## src/rtl/mcs4_pkg.sv

```systemverilog
// Shared MCS-4 types: instruction phase encoding, RAM I/O opcodes and RAM geometry.
package mcs4;

   typedef logic [3:0] char_t;

   typedef logic [3:0] instr_cyc_t;
   localparam instr_cyc_t CYC_UNSYNC = 4'd0;
   localparam instr_cyc_t CYC_A1     = 4'd1;
   localparam instr_cyc_t CYC_A2     = 4'd2;
   localparam instr_cyc_t CYC_A3     = 4'd3;
   localparam instr_cyc_t CYC_M1     = 4'd4;
   localparam instr_cyc_t CYC_M2     = 4'd5;
   localparam instr_cyc_t CYC_X1     = 4'd6;
   localparam instr_cyc_t CYC_X2     = 4'd7;
   localparam instr_cyc_t CYC_X3     = 4'd8;

   typedef enum logic [3:0] {
      OPA_WRM = 4'h0, OPA_WMP = 4'h1, OPA_WRR = 4'h2, OPA_WPM = 4'h3,
      OPA_WR0 = 4'h4, OPA_WR1 = 4'h5, OPA_WR2 = 4'h6, OPA_WR3 = 4'h7,
      OPA_SBM = 4'h8, OPA_RDM = 4'h9, OPA_RDR = 4'hA, OPA_ADM = 4'hB,
      OPA_RD0 = 4'hC, OPA_RD1 = 4'hD, OPA_RD2 = 4'hE, OPA_RD3 = 4'hF
   } ioram_opa_t;

   localparam int unsigned Ram_regs   = 4;
   localparam int unsigned Ram_chars  = 16;
   localparam int unsigned Ram_status = 4;
   localparam int unsigned Ram_words  = Ram_regs * (Ram_chars + Ram_status);

   typedef struct packed {
      logic [1:0] chip;
      logic [1:0] rsel;
   } ram_src_t;

   // Main characters occupy words 0..63, status characters 64..79.
   function automatic logic [6:0] main_addr(logic [1:0] r, char_t c);
      return {1'b0, r, c};
   endfunction

   function automatic logic [6:0] status_addr(logic [1:0] r, logic [1:0] idx);
      return {3'b100, r, idx};
   endfunction

endpackage

```

## src/rtl/i4002_ram_if.sv

```systemverilog
// CPU <-> 4002 bus: sync, bank select and the 4-bit data bus.
interface i4002_ram_if;
   logic        sync;
   logic        cm_ram;
   mcs4::char_t dbus_in;
   mcs4::char_t dbus_out;
   logic        dbus_oe;

   modport master (output sync, cm_ram, dbus_in, input  dbus_out, dbus_oe);
   modport slave  (input  sync, cm_ram, dbus_in, output dbus_out, dbus_oe);
endinterface

```

## src/rtl/i4002_mem.sv

```systemverilog
// 4002 storage: single write port (synchronous), single read port (combinational), not reset.
module i4002_mem
   import mcs4::*;
(
   input  logic       clk,
   input  logic       we_i,
   input  logic [6:0] waddr_i,
   input  char_t      wdata_i,
   input  logic [6:0] raddr_i,
   output char_t      rdata_o
);

   char_t mem_q [Ram_words];

   always_ff @(posedge clk) begin
      if (we_i) mem_q[waddr_i] <= wdata_i;
   end

   assign rdata_o = mem_q[raddr_i];

endmodule

```

## src/rtl/i4002_ram.sv

```systemverilog
// Intel 4002-style RAM chip: SRC address latch, I/O opcode decode and execution at X2.
module i4002_ram
   import mcs4::*;
#(
   parameter logic [1:0] CHIP_ID = 2'd0
) (
   input  logic              clk,
   input  logic              rst,
   i4002_ram_if.slave        bus,
   output char_t             io_out
);

   instr_cyc_t phase_q, phase_d;
   logic       selected_q, io_pend_q, src_x2_q;
   logic [1:0] rsel_q;
   char_t      char_q, io_out_q, rdata;
   ioram_opa_t opa_q;
   ram_src_t   src;

   logic       at_m2, at_x2, at_x3, exec, we, rd;
   logic [6:0] addr;

   assign src   = ram_src_t'(bus.dbus_in);
   assign at_m2 = (phase_q == CYC_M2);
   assign at_x2 = (phase_q == CYC_X2);
   assign at_x3 = (phase_q == CYC_X3);
   assign exec  = at_x2 && io_pend_q && !rst;

   always_comb begin
      phase_d = phase_q;
      if (bus.sync)                  phase_d = CYC_A1;
      else if (phase_q == CYC_X3)    phase_d = CYC_A1;
      else if (phase_q != CYC_UNSYNC) phase_d = phase_q + 4'd1;
   end

   always_comb begin
      we   = 1'b0;
      rd   = 1'b0;
      addr = main_addr(rsel_q, char_q);
      case (opa_q)
         OPA_WRM:                             we = exec;
         OPA_WR0, OPA_WR1, OPA_WR2, OPA_WR3: begin
            we   = exec;
            addr = status_addr(rsel_q, opa_q[1:0]);
         end
         OPA_SBM, OPA_RDM, OPA_ADM:           rd = exec;
         OPA_RD0, OPA_RD1, OPA_RD2, OPA_RD3: begin
            rd   = exec;
            addr = status_addr(rsel_q, opa_q[1:0]);
         end
         default: ;
      endcase
   end

   always_ff @(posedge clk) begin
      if (rst) begin
         phase_q    <= CYC_UNSYNC;
         selected_q <= 1'b0;
         rsel_q     <= '0;
         char_q     <= '0;
         opa_q      <= OPA_WRM;
         io_pend_q  <= 1'b0;
         src_x2_q   <= 1'b0;
         io_out_q   <= '0;
      end else begin
         phase_q <= phase_d;
         // X2 with cm_ram and no pending I/O is the address half of SRC.
         if (at_x2 && bus.cm_ram && !io_pend_q) begin
            selected_q <= (src.chip == CHIP_ID);
            rsel_q     <= src.rsel;
            src_x2_q   <= 1'b1;
         end
         if (at_x3) begin
            src_x2_q  <= 1'b0;
            io_pend_q <= 1'b0;
            if (bus.cm_ram && src_x2_q) char_q <= bus.dbus_in;
         end
         if (at_m2 && bus.cm_ram && selected_q) begin
            opa_q     <= ioram_opa_t'(bus.dbus_in);
            io_pend_q <= 1'b1;
         end
         if (exec && opa_q == OPA_WMP) io_out_q <= bus.dbus_in;
      end
   end

   i4002_mem u_mem (
      .clk     (clk),
      .we_i    (we),
      .waddr_i (addr),
      .wdata_i (bus.dbus_in),
      .raddr_i (addr),
      .rdata_o (rdata)
   );

   assign bus.dbus_oe  = rd;
   assign bus.dbus_out = rd ? rdata : '0;
   assign io_out       = io_out_q;

endmodule

```

## src/flat_wrapper.sv

```systemverilog
// flat-port wrapper written by rule: the top's interface ports become plain ports
module i4002_ram_flat import mcs4::*;
#(
   parameter logic [1:0] CHIP_ID = 2'd0
)
  (clk, rst, io_out, bus_sync, bus_cm_ram, bus_dbus_in, bus_dbus_out, bus_dbus_oe);
  i4002_ram_if bus_i ();
  input  logic clk;
  input  logic rst;
  output char_t io_out;
  input wire logic [$bits(bus_i.sync)-1:0] bus_sync;
  input wire logic [$bits(bus_i.cm_ram)-1:0] bus_cm_ram;
  input wire logic [$bits(bus_i.dbus_in)-1:0] bus_dbus_in;
  output wire logic [$bits(bus_i.dbus_out)-1:0] bus_dbus_out;
  output wire logic [$bits(bus_i.dbus_oe)-1:0] bus_dbus_oe;
  assign bus_i.sync = bus_sync;
  assign bus_i.cm_ram = bus_cm_ram;
  assign bus_i.dbus_in = bus_dbus_in;
  assign bus_dbus_out = bus_i.dbus_out;
  assign bus_dbus_oe = bus_i.dbus_oe;
  i4002_ram #(.CHIP_ID(CHIP_ID)) u_core (.clk(clk), .rst(rst), .bus(bus_i), .io_out(io_out));
endmodule
```

## config.mk

```make
export PLATFORM = sky130hd
export DESIGN_NAME = i4002_ram_flat
export DESIGN_NICKNAME = d
export VERILOG_FILES = /design/src/rtl/mcs4_pkg.sv /design/src/rtl/i4002_ram_if.sv /design/src/rtl/i4002_mem.sv /design/src/rtl/i4002_ram.sv /design/src/flat_wrapper.sv
export SDC_FILE = /design/constraint.sdc
export NUM_CORES = 1
export LEC_CHECK = 0
export CORE_MARGIN = 2
export CORE_UTILIZATION = 60
export DETAILED_ROUTE_END_ITERATION = 7
export PLACE_DENSITY_LB_ADDON = 0.05
export SETUP_SLACK_MARGIN = 0.02
export SKIP_CTS_REPAIR_TIMING = 1
export SYNTH_ARGS = -nofsm -noshare
export SYNTH_HDL_FRONTEND = slang
export SYNTH_HIERARCHICAL = 1
export SYNTH_SLANG_ARGS = --single-unit
```

## constraint.sdc

```tcl
create_clock -name clk -period 4.4 [get_ports clk]
set_input_delay 0.66 -clock clk [delete_from_list [all_inputs] [get_ports clk]]
set_output_delay 0.66 -clock clk [all_outputs]
set_load 0.005 [all_outputs]
```

==> impl_results.md <==
- Setup ws final: 0.0812 ns
- Fin. max-slew vios: 0
- CP required: 3.74 ns
- IO Pins: 17
- Slew @ Worst Pin: 0.946 ns
- Die H: 156 um
- RSZ-0062 raised after global routing: false
- Cell family with most CP delay: buffers and inverters
- Cell Chain, Critical Path: mux2_8, buf_12, buf_4, nand2_1, nor2_1, nor3_1, o211ai_1, o311ai_1, and2_1, clkdlybuf4s50_1
- DP HPWL: 18500 um
- Total GRT Usage: 24.4%
- Via count: 7347
- Nets: 823
- Core Box Area: 22600 um^2
- DRT Pass-1 Iters: 5
- Sequential area share after synthesis: 72.4%
- Setup CP Type: reg2out
- FMAX: 232 MHz
- Ant diodes: 0
- WP data arrival: 3.66 ns
- Clock transition at path regs: 0.06 ns
- Syn_area_per_cell: 18.1 um^2
- Netlist Area Pre-Place: 13900 um^2
- CP max FO: 26
- Total Power: 6.40 mW
- Final core utilization: 68.7%
- #FFs+latches synth: 341
- Initial antenna violation count: 0
- Tcrit/Tclk final: 98.2%
- Synth Warn #: 6
- Filler cells: 1451
- Setup Skew: 0.0186 ns
- Drt total wl: 29300 um
- Ys async rst share: 0%
- Num rows: 55
- Initial Util: 61.2%
- # placed instances: 1049
- First-pass GRT wire length: 43800 um
- Element type at the critical path end: output pin
- Drt drc: 0
- DRT antenna net count: 0
- Max-cap viol count: 0
- Hold slack: 0.483 ns
- Placer Congestion: 0.880
- Min Tclk post-route: 4.32 ns
- EDFF count, synth: 320
- Num CTS Buffers: 35
- Wire length per cell: 26.2 um
- Number of global-route vias before repair: 7453
- GR Overflow Total: 0
- Outcome: completed
- Slowest CP cell: mux2_8
- Pwr per Cell Area: 412 nW/um^2
- Pre-CTS setup slack: 0.355 ns
- Synth-to-Final Area Change: 12.3%
- Fraction of layout cells with a size suffix above 1: 20.3%
- Relative slew slack: 36.6%
- Ys flop type: edfxtp_1
- Worst ir drop on vdd: 0.000448 V
- Clk sink count: 341
- CTS tree: done
- Post-synth net total: 778
- First-iteration detailed-routing DRC count: 872
- Die Area: 24300 um^2
- CTS max path bufs: 3
- CP Buf/Inv Count: 3
- Largest stage delay, worst path: 0.54 ns
- Leak: 4.75 nW
- Number of port buffers: 16
- Largest net degree at the start of global routing: 84
- Final count of hold timing violations: 0
- Clk root buf: clkbuf_16
- Clock latency on the worst-skew pair: 0.51 ns
- Endpoints failing setup: 0
- Die width: 156 um
- Cells after Synth: 767
- Startpoint types: register
- Non-filler cells, final: 1121
- Vias per inst: 6.55
- Yosys cell types: 42
- H-tree Lvls: 2
- HP Class: reg2reg
==> logic make-up after synthesis <==
| kind of cell | Yosys count | synth area share (%) |
|---|---|---|
| AO/OA/AOI/OAI | 57 | 2.57 |
| AND/OR/NAND/NOR | 219 | 7.72 |
| multiplexers | 103 | 15.4 |
| buffers and inverters | 44 | 1.68 |
| flip-flops | 341 | 72.4 |
| adder cells (fa/ha/maj) | 3 | 0.271 |
==> stage by stage <==
stage	area [um^2]	TNS (ns)
CTS	15400	-0.472
detailed placement	14300	0
floorplan	13900	0
global route	15600	0
finish	15600	0
global placement	14300	0
==> metal layers <==
layer,vias up,wire [um],GRT usage (%),share of wire [%]
li1,3174,-,-,-
met1,3829,12000,34.8,41
met2,304,14700,40.2,50
met3,40,2070,4.36,7.0
met4,0,497,5.81,1.7
met5,-,0,0,0
==> synthesized netlist by cell type (all sizes together), types with 2 or more instances <==
master	count	area, um^2
or4	2	15.0
nand2	25	93.8
dfxtp	21	420
inv	6	22.5
o21ai	12	60.1
mux2	7	86.3
mux2i	12	120
o311ai	4	35.0
mux4	84	1920
o211ai	4	30.0
nor3b	5	37.5
nand3b	4	30.0
clkbuf	17	65.1
ha	3	37.5
nor4	2	12.5
nand3	21	105
nand2b	11	68.8
a22oi	16	120
buf	21	145
a21oi	18	90.1
and2	5	31.3
nor3	14	70.1
nor2b	16	100
and4b	2	20.0
nor2	96	360
or3b	3	26.3
edfxtp	320	9610
nand4	4	25.0
and3b	5	43.8
==> flip-flops by register name, summed over array words and instances, names as in the netlist <==
name                cells
u_core/char_q           4
u_core/phase_q          4
u_core/rsel_q           2
u_core/u_mem/mem_q    320
u_core/selected_q       1
u_core/src_x2_q         1
u_core/opa_q            4
u_core/io_pend_q        1
u_core/io_out           4
==> layout make-up <==
type	instances	area, um^2	area share (%)
clock inverter	15	135	0.869
timing repair buffer	44	400	2.57
sequential	341	10000	64.5
tap	285	357	2.29
inverter	6	22.5	0.145
clock buffer	46	948	6.10
multi-input combinational	384	3660	23.5
==> placed cells by master (no fill, tap or decap), types with 12 or more instances in the layout <==
master / Yosys / routed
edfxtp_1: 320 / 320
nor2_1: 96 / 96
mux4_2: 76 / 76
clkbuf_16: 0 / 36
nand2_1: 25 / 25
buf_4: 6 / 24
nand3_1: 21 / 21
dfxtp_1: 21 / 20
a21oi_1: 18 / 18
a22oi_1: 16 / 16
nor2b_1: 16 / 14
nor3_1: 14 / 13
clkdlybuf4s50_1: 0 / 12
o21ai_0: 12 / 12
mux2i_1: 12 / 12
==> path summary, 6_finish.rpt <==
kind | startpoint | end | slack, ns | depth (start not counted)
setup / recovery | u_core/opa_q[2] | bus_dbus_out[0] | 0.08 | 10
hold / removal | u_core/char_q[1] | u_core/char_q[1] | 0.48 | 2
setup reg to reg | u_core/phase_q[0] | u_core/u_mem/mem_q[70][1] | 1.13 | 7
hold reg to reg | u_core/char_q[1] | u_core/char_q[1] | 0.48 | 2
==> report_power, final <==
part / leakage [nW] / internal (mW) / switching [mW] / total (mW)
Combinational: 1.18 / 0.0133 / 0.0615 / 0.0749
Clock: 0.526 / 1.64 / 1.14 / 2.78
Sequential: 3.04 / 3.54 / 0.00202 / 3.55
==> worst reg2reg max path: stages (launching register included) <==
cell      delay, ns
dfxtp_1        0.44
ha_1           0.25
nand3b_1       0.22
nor4_1         0.56
buf_4          0.24
nor2b_1        0.25
nand3_1        0.43
nor2_1         0.52
Power figures use the tool's default switching activity.
